### src/rtl/bus_pkg.sv
// Shared types and default constants for the 8088 minimum-mode bus cycle controller.
package bus_pkg;

    typedef enum logic [3:0] {
        IDLE   = 4'b0001,
        ADDR   = 4'b0010,
        STROBE = 4'b0100,
        HOLD   = 4'b1000
    } bus_state_t;

    localparam int WAIT_W = 4;

    localparam logic [19:0] DEF_MEM_BASE = 20'h00000;
    localparam logic [19:0] DEF_MEM_MASK = 20'h80000;
    localparam logic [15:0] DEF_IO_BASE  = 16'h0080;
    localparam logic [15:0] DEF_IO_MASK  = 16'hFFF0;

endpackage

### src/rtl/bus_region_decode.sv
// Combinational decode of a latched bus address into memory / I/O region hits.
module bus_region_decode
    import bus_pkg::*;
#(
    parameter int                    ADDR_WIDTH = 20,
    parameter logic [ADDR_WIDTH-1:0] MEM_BASE   = DEF_MEM_BASE,
    parameter logic [ADDR_WIDTH-1:0] MEM_MASK   = DEF_MEM_MASK,
    parameter logic [15:0]           IO_BASE    = DEF_IO_BASE,
    parameter logic [15:0]           IO_MASK    = DEF_IO_MASK
) (
    input  logic [ADDR_WIDTH-1:0] Address,
    input  logic                  IOM,
    output logic                  mem_hit,
    output logic                  io_hit
);

    // IOM picks the space, so the two hits can never be true together.
    assign mem_hit = !IOM && ((Address & MEM_MASK) == MEM_BASE);
    assign io_hit  =  IOM && ((Address[15:0] & IO_MASK) == IO_BASE);

endmodule

### src/rtl/bus_cycle_controller.sv
// 8088 minimum-mode bus front end: address latch, region chip selects, strobes and wait states.
// Optional build macro BUS_TIMEOUT_EN adds an ADDR-state timeout and the BusErr pulse.
module bus_cycle_controller
    import bus_pkg::*;
#(
    parameter int                    ADDR_WIDTH = 20,
    parameter int                    NUM_WAIT   = 2,
    parameter logic [ADDR_WIDTH-1:0] MEM_BASE   = DEF_MEM_BASE,
    parameter logic [ADDR_WIDTH-1:0] MEM_MASK   = DEF_MEM_MASK,
    parameter logic [15:0]           IO_BASE    = DEF_IO_BASE,
    parameter logic [15:0]           IO_MASK    = DEF_IO_MASK
) (
    input  logic                    CLK,
    input  logic                    RESET,
    input  logic                    ALE,
    input  logic                    IOM_in,
    input  logic                    RD_n,
    input  logic                    WR_n,
    input  logic [ADDR_WIDTH-9:0]   A_hi,
    input  logic [7:0]              AD,
    output logic [ADDR_WIDTH-1:0]   Address,
    output logic                    IOM,
    output logic                    MemCS,
    output logic                    IoCS,
    output logic                    OE,
    output logic                    WR,
    output logic                    READY,
    output logic                    BusErr
);

    localparam logic [WAIT_W-1:0] LP_NUM_WAIT = WAIT_W'(NUM_WAIT);

    bus_state_t             r_state;
    bus_state_t             w_nextState;
    logic [ADDR_WIDTH-1:0]  r_address;
    logic                   r_iom;
    logic                   r_memCs;
    logic                   r_ioCs;
    logic                   r_oe;
    logic                   r_wr;
    logic                   r_ready;
    logic [WAIT_W-1:0]      r_waitCnt;

    logic [ADDR_WIDTH-1:0]  w_addressNxt;
    logic                   w_iomNxt;
    logic                   w_memCsNxt;
    logic                   w_ioCsNxt;
    logic                   w_oeNxt;
    logic                   w_wrNxt;
    logic                   w_readyNxt;
    logic [WAIT_W-1:0]      w_waitCntNxt;
    logic                   w_busErrNxt;

    logic                   w_memHit;
    logic                   w_ioHit;
    logic                   w_rdReq;
    logic                   w_wrReq;
    logic                   w_violation;
    logic                   w_timeout;

    assign w_rdReq     = !RD_n &&  WR_n;
    assign w_wrReq     =  RD_n && !WR_n;
    assign w_violation = !RD_n && !WR_n;

    bus_region_decode #(
        .ADDR_WIDTH (ADDR_WIDTH),
        .MEM_BASE   (MEM_BASE),
        .MEM_MASK   (MEM_MASK),
        .IO_BASE    (IO_BASE),
        .IO_MASK    (IO_MASK)
    ) u_decode (
        .Address (r_address),
        .IOM     (r_iom),
        .mem_hit (w_memHit),
        .io_hit  (w_ioHit)
    );

`ifdef BUS_TIMEOUT_EN
    logic [7:0] r_toCnt;
    logic       r_busErr;

    // 255 cycles parked in ADDR without ALE or a strobe abandon the cycle.
    assign w_timeout = (r_toCnt == 8'd254);

    always_ff @(posedge CLK) begin
        if (RESET) begin
            r_toCnt  <= '0;
            r_busErr <= 1'b0;
        end else begin
            r_busErr <= w_busErrNxt;
            if (r_state == ADDR && w_nextState == ADDR && !ALE)
                r_toCnt <= r_toCnt + 8'd1;
            else
                r_toCnt <= '0;
        end
    end

    assign BusErr = r_busErr;
`else
    assign w_timeout = 1'b0;
    assign BusErr    = 1'b0;
`endif

    always_ff @(posedge CLK) begin
        if (RESET) begin
            r_state   <= IDLE;
            r_address <= '0;
            r_iom     <= 1'b0;
            r_memCs   <= 1'b0;
            r_ioCs    <= 1'b0;
            r_oe      <= 1'b1;
            r_wr      <= 1'b1;
            r_ready   <= 1'b1;
            r_waitCnt <= '0;
        end else begin
            r_state   <= w_nextState;
            r_address <= w_addressNxt;
            r_iom     <= w_iomNxt;
            r_memCs   <= w_memCsNxt;
            r_ioCs    <= w_ioCsNxt;
            r_oe      <= w_oeNxt;
            r_wr      <= w_wrNxt;
            r_ready   <= w_readyNxt;
            r_waitCnt <= w_waitCntNxt;
        end
    end

    always_comb begin
        w_nextState = r_state;
        unique case (r_state)
            IDLE:    if (ALE) w_nextState = ADDR;
            ADDR: begin
                if (ALE)                         w_nextState = ADDR;
                else if (w_rdReq || w_wrReq)     w_nextState = STROBE;
                else if (w_violation || w_timeout) w_nextState = IDLE;
            end
            STROBE:  if (r_waitCnt == WAIT_W'(1)) w_nextState = HOLD;
            HOLD:    if (RD_n && WR_n) w_nextState = IDLE;
            default: w_nextState = IDLE;
        endcase
    end

    // Next values of every registered output; chip selects come from the decode of the latched address.
    always_comb begin
        w_addressNxt = r_address;
        w_iomNxt     = r_iom;
        w_memCsNxt   = r_memCs;
        w_ioCsNxt    = r_ioCs;
        w_oeNxt      = r_oe;
        w_wrNxt      = r_wr;
        w_readyNxt   = r_ready;
        w_waitCntNxt = r_waitCnt;
        w_busErrNxt  = 1'b0;
        unique case (r_state)
            IDLE: begin
                if (ALE) begin
                    w_addressNxt = {A_hi, AD};
                    w_iomNxt     = IOM_in;
                end
            end
            ADDR: begin
                if (ALE) begin
                    w_addressNxt = {A_hi, AD};
                    w_iomNxt     = IOM_in;
                end else if (w_rdReq || w_wrReq) begin
                    w_oeNxt      = !w_rdReq;
                    w_wrNxt      = !w_wrReq;
                    w_memCsNxt   = w_memHit;
                    w_ioCsNxt    = w_ioHit;
                    w_readyNxt   = 1'b0;
                    w_waitCntNxt = LP_NUM_WAIT;
                end else if (w_violation || w_timeout) begin
                    w_busErrNxt  = 1'b1;
                end
            end
            STROBE: begin
                w_waitCntNxt = r_waitCnt - WAIT_W'(1);
                if (r_waitCnt == WAIT_W'(1))
                    w_readyNxt = 1'b1;
            end
            HOLD: begin
                if (RD_n && WR_n) begin
                    w_memCsNxt = 1'b0;
                    w_ioCsNxt  = 1'b0;
                    w_oeNxt    = 1'b1;
                    w_wrNxt    = 1'b1;
                end
            end
            default: ;
        endcase
    end

    assign Address = r_address;
    assign IOM     = r_iom;
    assign MemCS   = r_memCs;
    assign IoCS    = r_ioCs;
    assign OE      = r_oe;
    assign WR      = r_wr;
    assign READY   = r_ready;

endmodule

### config.mk
export PLATFORM = sky130hd
export DESIGN_NAME = bus_cycle_controller
export DESIGN_NICKNAME = d
export VERILOG_FILES = /design/src/rtl/bus_pkg.sv /design/src/rtl/bus_region_decode.sv /design/src/rtl/bus_cycle_controller.sv
export SDC_FILE = /design/constraint.sdc
export NUM_CORES = 1
export LEC_CHECK = 0
export ABC_AREA = 0
export CAP_MARGIN = 20
export CORE_MARGIN = 1.5
export CORE_UTILIZATION = 47
export CTS_BUF_LIST = sky130_fd_sc_hd__clkbuf_2 sky130_fd_sc_hd__clkbuf_4 sky130_fd_sc_hd__clkbuf_8
export DETAILED_ROUTE_END_ITERATION = 7
export GPL_TIMING_DRIVEN = 1
export PLACE_DENSITY = 0.82
export SYNTH_ARGS = -nofsm -noshare
export SYNTH_HDL_FRONTEND = slang
export SYNTH_SLANG_ARGS = --single-unit
### constraint.sdc
create_clock -name CLK -period 2.18 [get_ports CLK]
set_clock_uncertainty 0.1 [all_clocks]
set_input_delay 0.436 -clock CLK [delete_from_list [all_inputs] [get_ports CLK]]
set_output_delay 0.436 -clock CLK [all_outputs]
set_load 0.1 [all_outputs]
==> impl_results.md, run 1 <==
* Wirelength, routed at 3840 um
* Internal at 1.22 mW
* Die X at 61.1 um
* Largest net degree at the start of global routing at 22
* Sw Share at 43.9%
* CTS tree: done
* I/O Buffers at 51
* LEAKAGE at 1.05 nW
* Worst path top cell family by delay: simple AND/OR/NAND/NOR gates
* CP Buf/Inv Count at 2
* Cell Area, Placed at 0.00212 sq mm
* Final Wtd Congestion at 0.875
* Unrepaired setup endpoints after global routing: no
* Post-Syn Instances at 162
* Slowest CP cell: clkdlybuf4s50_1
* Critical path capture point type: register
* Max-cap violations at 0
* Net Sw Power at 0.954 mW
* Final Cycle Share at 92.2%
* H-tree Lvls at 2
* Arr. time, crit path at 2.19 ns
* Fin worst setup slack at 0.170 ns
* Root buf cell: clkbuf_4
* Iter 0 DRT Violations at 72
* Final Hold Viols at 0
* PD cells at 990 mW/mm^2
* Power, Total at 2.18 mW
* Worst-Margin Slew at 0.520 ns
* Latest clock arrival within the worst-skew pair at 0.34 ns
* Setup TNS at 0 ns
* Commonest non-fill, non-tap cell in the layout: buf_4
* Critical Path Max Stage Delay at 0.49 ns
* Worst hold path class: reg -> reg
* WS Path Type: in -> reg
* I/O Pins at 53
* Mapped cell area at 0.00158 sq mm
* Synth warn at 0
* Avg WL per Cell at 14.4 um
* Die H at 61.1 um
* Drt pass-1 iters at 4
* Initial core utilization at 50.6%
* First-pass GRT wire length at 5920 um
* Nets@finish at 254
* DRC viols at 0
* Startpoint class of the critical path: input port
* Die area at 0.00373 sq mm
* Flops & latches, synth at 34
* Number of library cell types mapped by synthesis at 40
* CP required at 2.36 ns
* Layout cell share with drive strength beyond 1 at 24.7%
* Relative slew slack at 65.1%
* Seq/Total Area, Yosys at 43.0%
* P&R area growth vs syn at 38.8%
* Via count at 1399
* Postcts setup bufs at 0
* Clock power frac at 20.0%
* CTS buffer count at 5
* Final Max Slew Viols at 0
* PostCTS Resize Cnt at 0
* Clock sinks at 34
* Most frequent cells in the layout: 37 x buf_4, 34 x dfxtp_1, 34 x nor2_1, 25 x clkdlybuf4s50_1, 23 x mux2i_1
* Row cnt at 20
* Pre-CTS setup slack at -0.183 ns
* Outcome: complete, no violations
* Clk buf depth at 2
* Diodes inserted at 0
* Vias in the first global route at 1360
* Worst VDD drop at 849 uV
* Achievable clock frequency at 497 MHz
* Initial antenna violation count at 0
* Flop pwr share at 35.6%
* WHS at 0.375 ns
* Avg Cell Area, Syn at 9.78 sq um
* Final setup fails at 0
* Post-synth ARST share at 0%
* Cell Chain, Critical Path: clkdlybuf4s50_1, inv_1, ha_1, and4bb_1, o21ai_1, or4b_1, a21oi_1
* Tmin final at 2.01 ns
* Global Route Usage Sum at 22.1%
* EDFF count, synth at 0
* Hold-fix buffers, CTS at 0
* HPWL Detailed at 2970 um
* Predominant post-synthesis flop cell: dfxtp_1
* Synthesized Nets at 194
* Core region area at 0.00313 sq mm
* Gr ovfl total at 0
* Reg clk slew, reported paths at 0.10 ns
* Post-DR vias/cell at 5.24
* Post-route ant nets at 0
* Comb pwr share at 44.4%
* Design area at 0.00220 sq mm
* Critical Path Fanout Max at 3
## power by group through the flow
stage,sequential (mW),combinational (mW),clock [mW]
5_1_grt,0.787,1.01,0.475
3_5_place_dp,0.788,0.969,0
2_1_floorplan,1.19,0.348,0
6_report,0.775,0.967,0.434
4_1_cts,0.776,0.969,0.443
3_3_place_gp,0.785,0.947,0
## per-layer routing
layer / vias up / global-route usage (%) / share of wire, %
met5: - / 0 / 0
met4: 0 / 10.2 / 2.2
met3: 9 / 7.77 / 5.4
met2: 47 / 39.1 / 53
met1: 664 / 23.6 / 40
li1: 679 / - / -
## Yosys cell counts, types with 2 or more instances
master,n,share of area [%]
dfxtp_1,34,43
clkbuf_1,3,0.71
nor3_1,3,0.95
a21oi_1,7,2.2
nor2_1,34,8.1
or4b_1,3,1.9
or4b_4,2,1.7
nand2b_1,2,0.79
o211ai_1,2,0.95
a21o_1,3,1.4
ha_1,6,4.7
nand2_1,6,1.4
inv_1,4,0.95
buf_4,4,1.9
buf_6,2,1.4
mux2i_1,23,15
## per-stage QoR
| stage | utilization (%) | cells |
|---|---|---|
| 2_1_floorplan | - | 162 |
| 3_3_place_gp | 67.8 | 259 |
| 3_5_place_dp | 67.8 | 259 |
| 4_1_cts | 70.3 | 267 |
| 5_1_grt | 70.3 | 267 |
| 6_report | 70.3 | 267 |
## kinds of logic after synthesis
group                    count (synthesis)  synth area share, %
AND/OR/NAND/NOR                         63                 22.2
flip-flops                              34                 43.0
multiplexers                            23                 14.5
AO/OA/AOI/OAI                           19                 9.00
buffers and inverters                   14                 5.21
adder cells (fa/ha/maj)                  6                 4.74
XOR/XNOR                                 2                 1.11
other                                    1                0.237
## worst register-to-register path, delay by kind of cell (launching register included)
| family | cells | cell delay [ns] |
|---|---|---|
| and+or+nand+nor | 2 | 0.35 |
| DFF | 1 | 0.50 |
| muxes | 1 | 0.26 |
| AOI/OAI and AO/OA | 1 | 0.29 |
| buffers and inverters | 1 | 0.23 |
## final cells by class
class	instances	area, sq um
Tap cell	44	55.1
Inverter	4	15.0
Multi-Input combinational cell	114	821
Fill cell	237	930
Sequential cell	34	681
Timing Repair Buffer	63	548
Clock buffer	8	78.8
## registers in the layout (all words and copies together) (netlist names)
signal and count:
OE 1, MemCS 1, READY 1, IoCS 1
r_waitCnt 4, Address 20, r_state 4, WR 1
IOM 1
## path summary, 6_finish.rpt
kind | from | endpoint | slack, ns | cells past startpoint
worst min-delay path | IoCS | IoCS | 0.38 | 2
worst max register to register | r_state[0] | Address[1] | 0.36 | 5
worst min register to register | IoCS | IoCS | 0.38 | 2
worst max-delay path | WR_n | MemCS | 0.17 | 7
Power figures use the tool's default switching activity.
==> run 2, diff against run 1 <==
CORE_UTILIZATION = 32   (was 47)
PLACE_DENSITY = not set   (was 0.82)
==> impl_results.md, run 2 (synthesis gave the netlist of run 1 again) <==
* Outcome: complete, no violations
* Die X at 73.4 um
* Layout cell share with drive strength beyond 1 at 24.7%
* Critical path capture point type: register
* I/O Pins at 53
* Root buf cell: clkbuf_8
* Largest net degree at the start of global routing at 22
* Max-cap violations at 0
* Iter 0 DRT Violations at 87
* Nets@finish at 254
* Worst VDD drop at 663 uV
* Diodes inserted at 0
* Critical Path Fanout Max at 2
* CTS tree: done
* Initial antenna violation count at 0
* Startpoint class of the critical path: input port
* Final Cycle Share at 92.4%
* HPWL Detailed at 2550 um
* Design area at 0.00226 sq mm
* Row cnt at 25
* I/O Buffers at 51
* Tmin final at 2.01 ns
* First-pass GRT wire length at 5600 um
* Die H at 73.4 um
* Vias in the first global route at 1232
* Cell Area, Placed at 0.00215 sq mm
* Final Hold Viols at 0
* Critical Path Max Stage Delay at 0.48 ns
* Gr ovfl total at 0
* Post-DR vias/cell at 4.50
* Core region area at 0.00475 sq mm
* Arr. time, crit path at 2.13 ns
* Hold-fix buffers, CTS at 0
* Latest clock arrival within the worst-skew pair at 0.28 ns
* Slowest CP cell: clkdlybuf4s50_1
* Wirelength, routed at 3370 um
* Post-route ant nets at 0
* Avg WL per Cell at 11.6 um
* Clk buf depth at 2
* Global Route Usage Sum at 13.5%
* H-tree Lvls at 2
* Initial core utilization at 33.3%
* Largest register FFs at 20
* Final Wtd Congestion at 0.843
* Commonest non-fill, non-tap cell in the layout: buf_4
* Placed cells at 282
* Non-Filler Instances at 290
* WS Path Type: in -> reg
* Filler cells at 491
* P&R area growth vs syn at 42.6%
* Final Max Slew Viols at 0
* PostCTS Resize Cnt at 0
* Cell Chain, Critical Path: clkdlybuf4s50_1, inv_1, ha_1, and4bb_1, o21ai_1, or4b_1, a21oi_1
* Die area at 0.00538 sq mm
* Most frequent cells in the layout: 37 x buf_4, 34 x dfxtp_1, 34 x nor2_1, 25 x clkdlybuf4s50_1, 23 x mux2i_1
* Clock sinks at 34
* PD cells at 1010 mW/mm^2
* CP required at 2.29 ns
* CTS buffer count at 5
* WHS at 0.369 ns
* Unrepaired setup endpoints after global routing: no
* LEAKAGE at 1.07 nW
* Relative slew slack at 64.3%
* Final setup fails at 0
* Worst-Margin Slew at 0.534 ns
* Postcts setup bufs at 0
* Reg clk slew, reported paths at 0.07 ns
* Via count at 1306
* Drt pass-1 iters at 4
* Worst hold path class: reg -> reg
* Achievable clock frequency at 496 MHz
* DRC viols at 0
run 2: metrics by stage:
step	utilization [%]	setup slack (ns)	power, mW	TNS [ns]
after floorplan	-	0.180	1.54	0
after global placement	45.2	-0.0861	1.75	-0.142
after detailed placement	45.2	-0.119	1.76	-0.219
after CTS	47.5	0.174	2.30	0
after global routing	47.5	0.0534	2.39	0
final	47.5	0.165	2.27	0
run 2: where the power goes:
| part | internal, mW | switching, mW | total, mW |
|---|---|---|---|
| sequential | 0.699 | 0.0765 | 0.775 |
| combinational | 0.309 | 0.653 | 0.962 |
| clock | 0.319 | 0.216 | 0.535 |
| total | 1.33 | 0.946 | 2.27 |
run 2: cell type report:
class                           instances  area [sq um]  area share (%)
Multi-Input combinational cell        114           821            36.3
Timing Repair Buffer                   63           548            24.3
Inverter                                4          15.0           0.665
Clock buffer                            8           110            4.88
Tap cell                               67          83.8            3.71
Sequential cell                        34           681            30.1
run 2: critical path, delay by kind of cell:
kind,cells,cell delay (ns)
compound gates,2,0.21
fa+ha+maj,1,0.29
simple gates,2,0.65
buf+inv,2,0.54
run 2: worst paths after layout:
check	from	endpoint	slack (ns)	depth (start not counted)
worst max-delay path	RD_n	MemCS	0.17	7
worst min register to register	IoCS	IoCS	0.37	2
worst max register to register	r_state[0]	Address[3]	0.34	5
worst min-delay path	IoCS	IoCS	0.37	2
run 2: per-layer routing:
layer | up-vias | global-route usage (%) | part of all wire [%]
met5 | - | 0 | 0
li1 | 680 | - | -
met2 | 40 | 20.4 | 44
met4 | 0 | 4.73 | 0.74
met1 | 582 | 17.7 | 49
met3 | 4 | 5.21 | 6.9
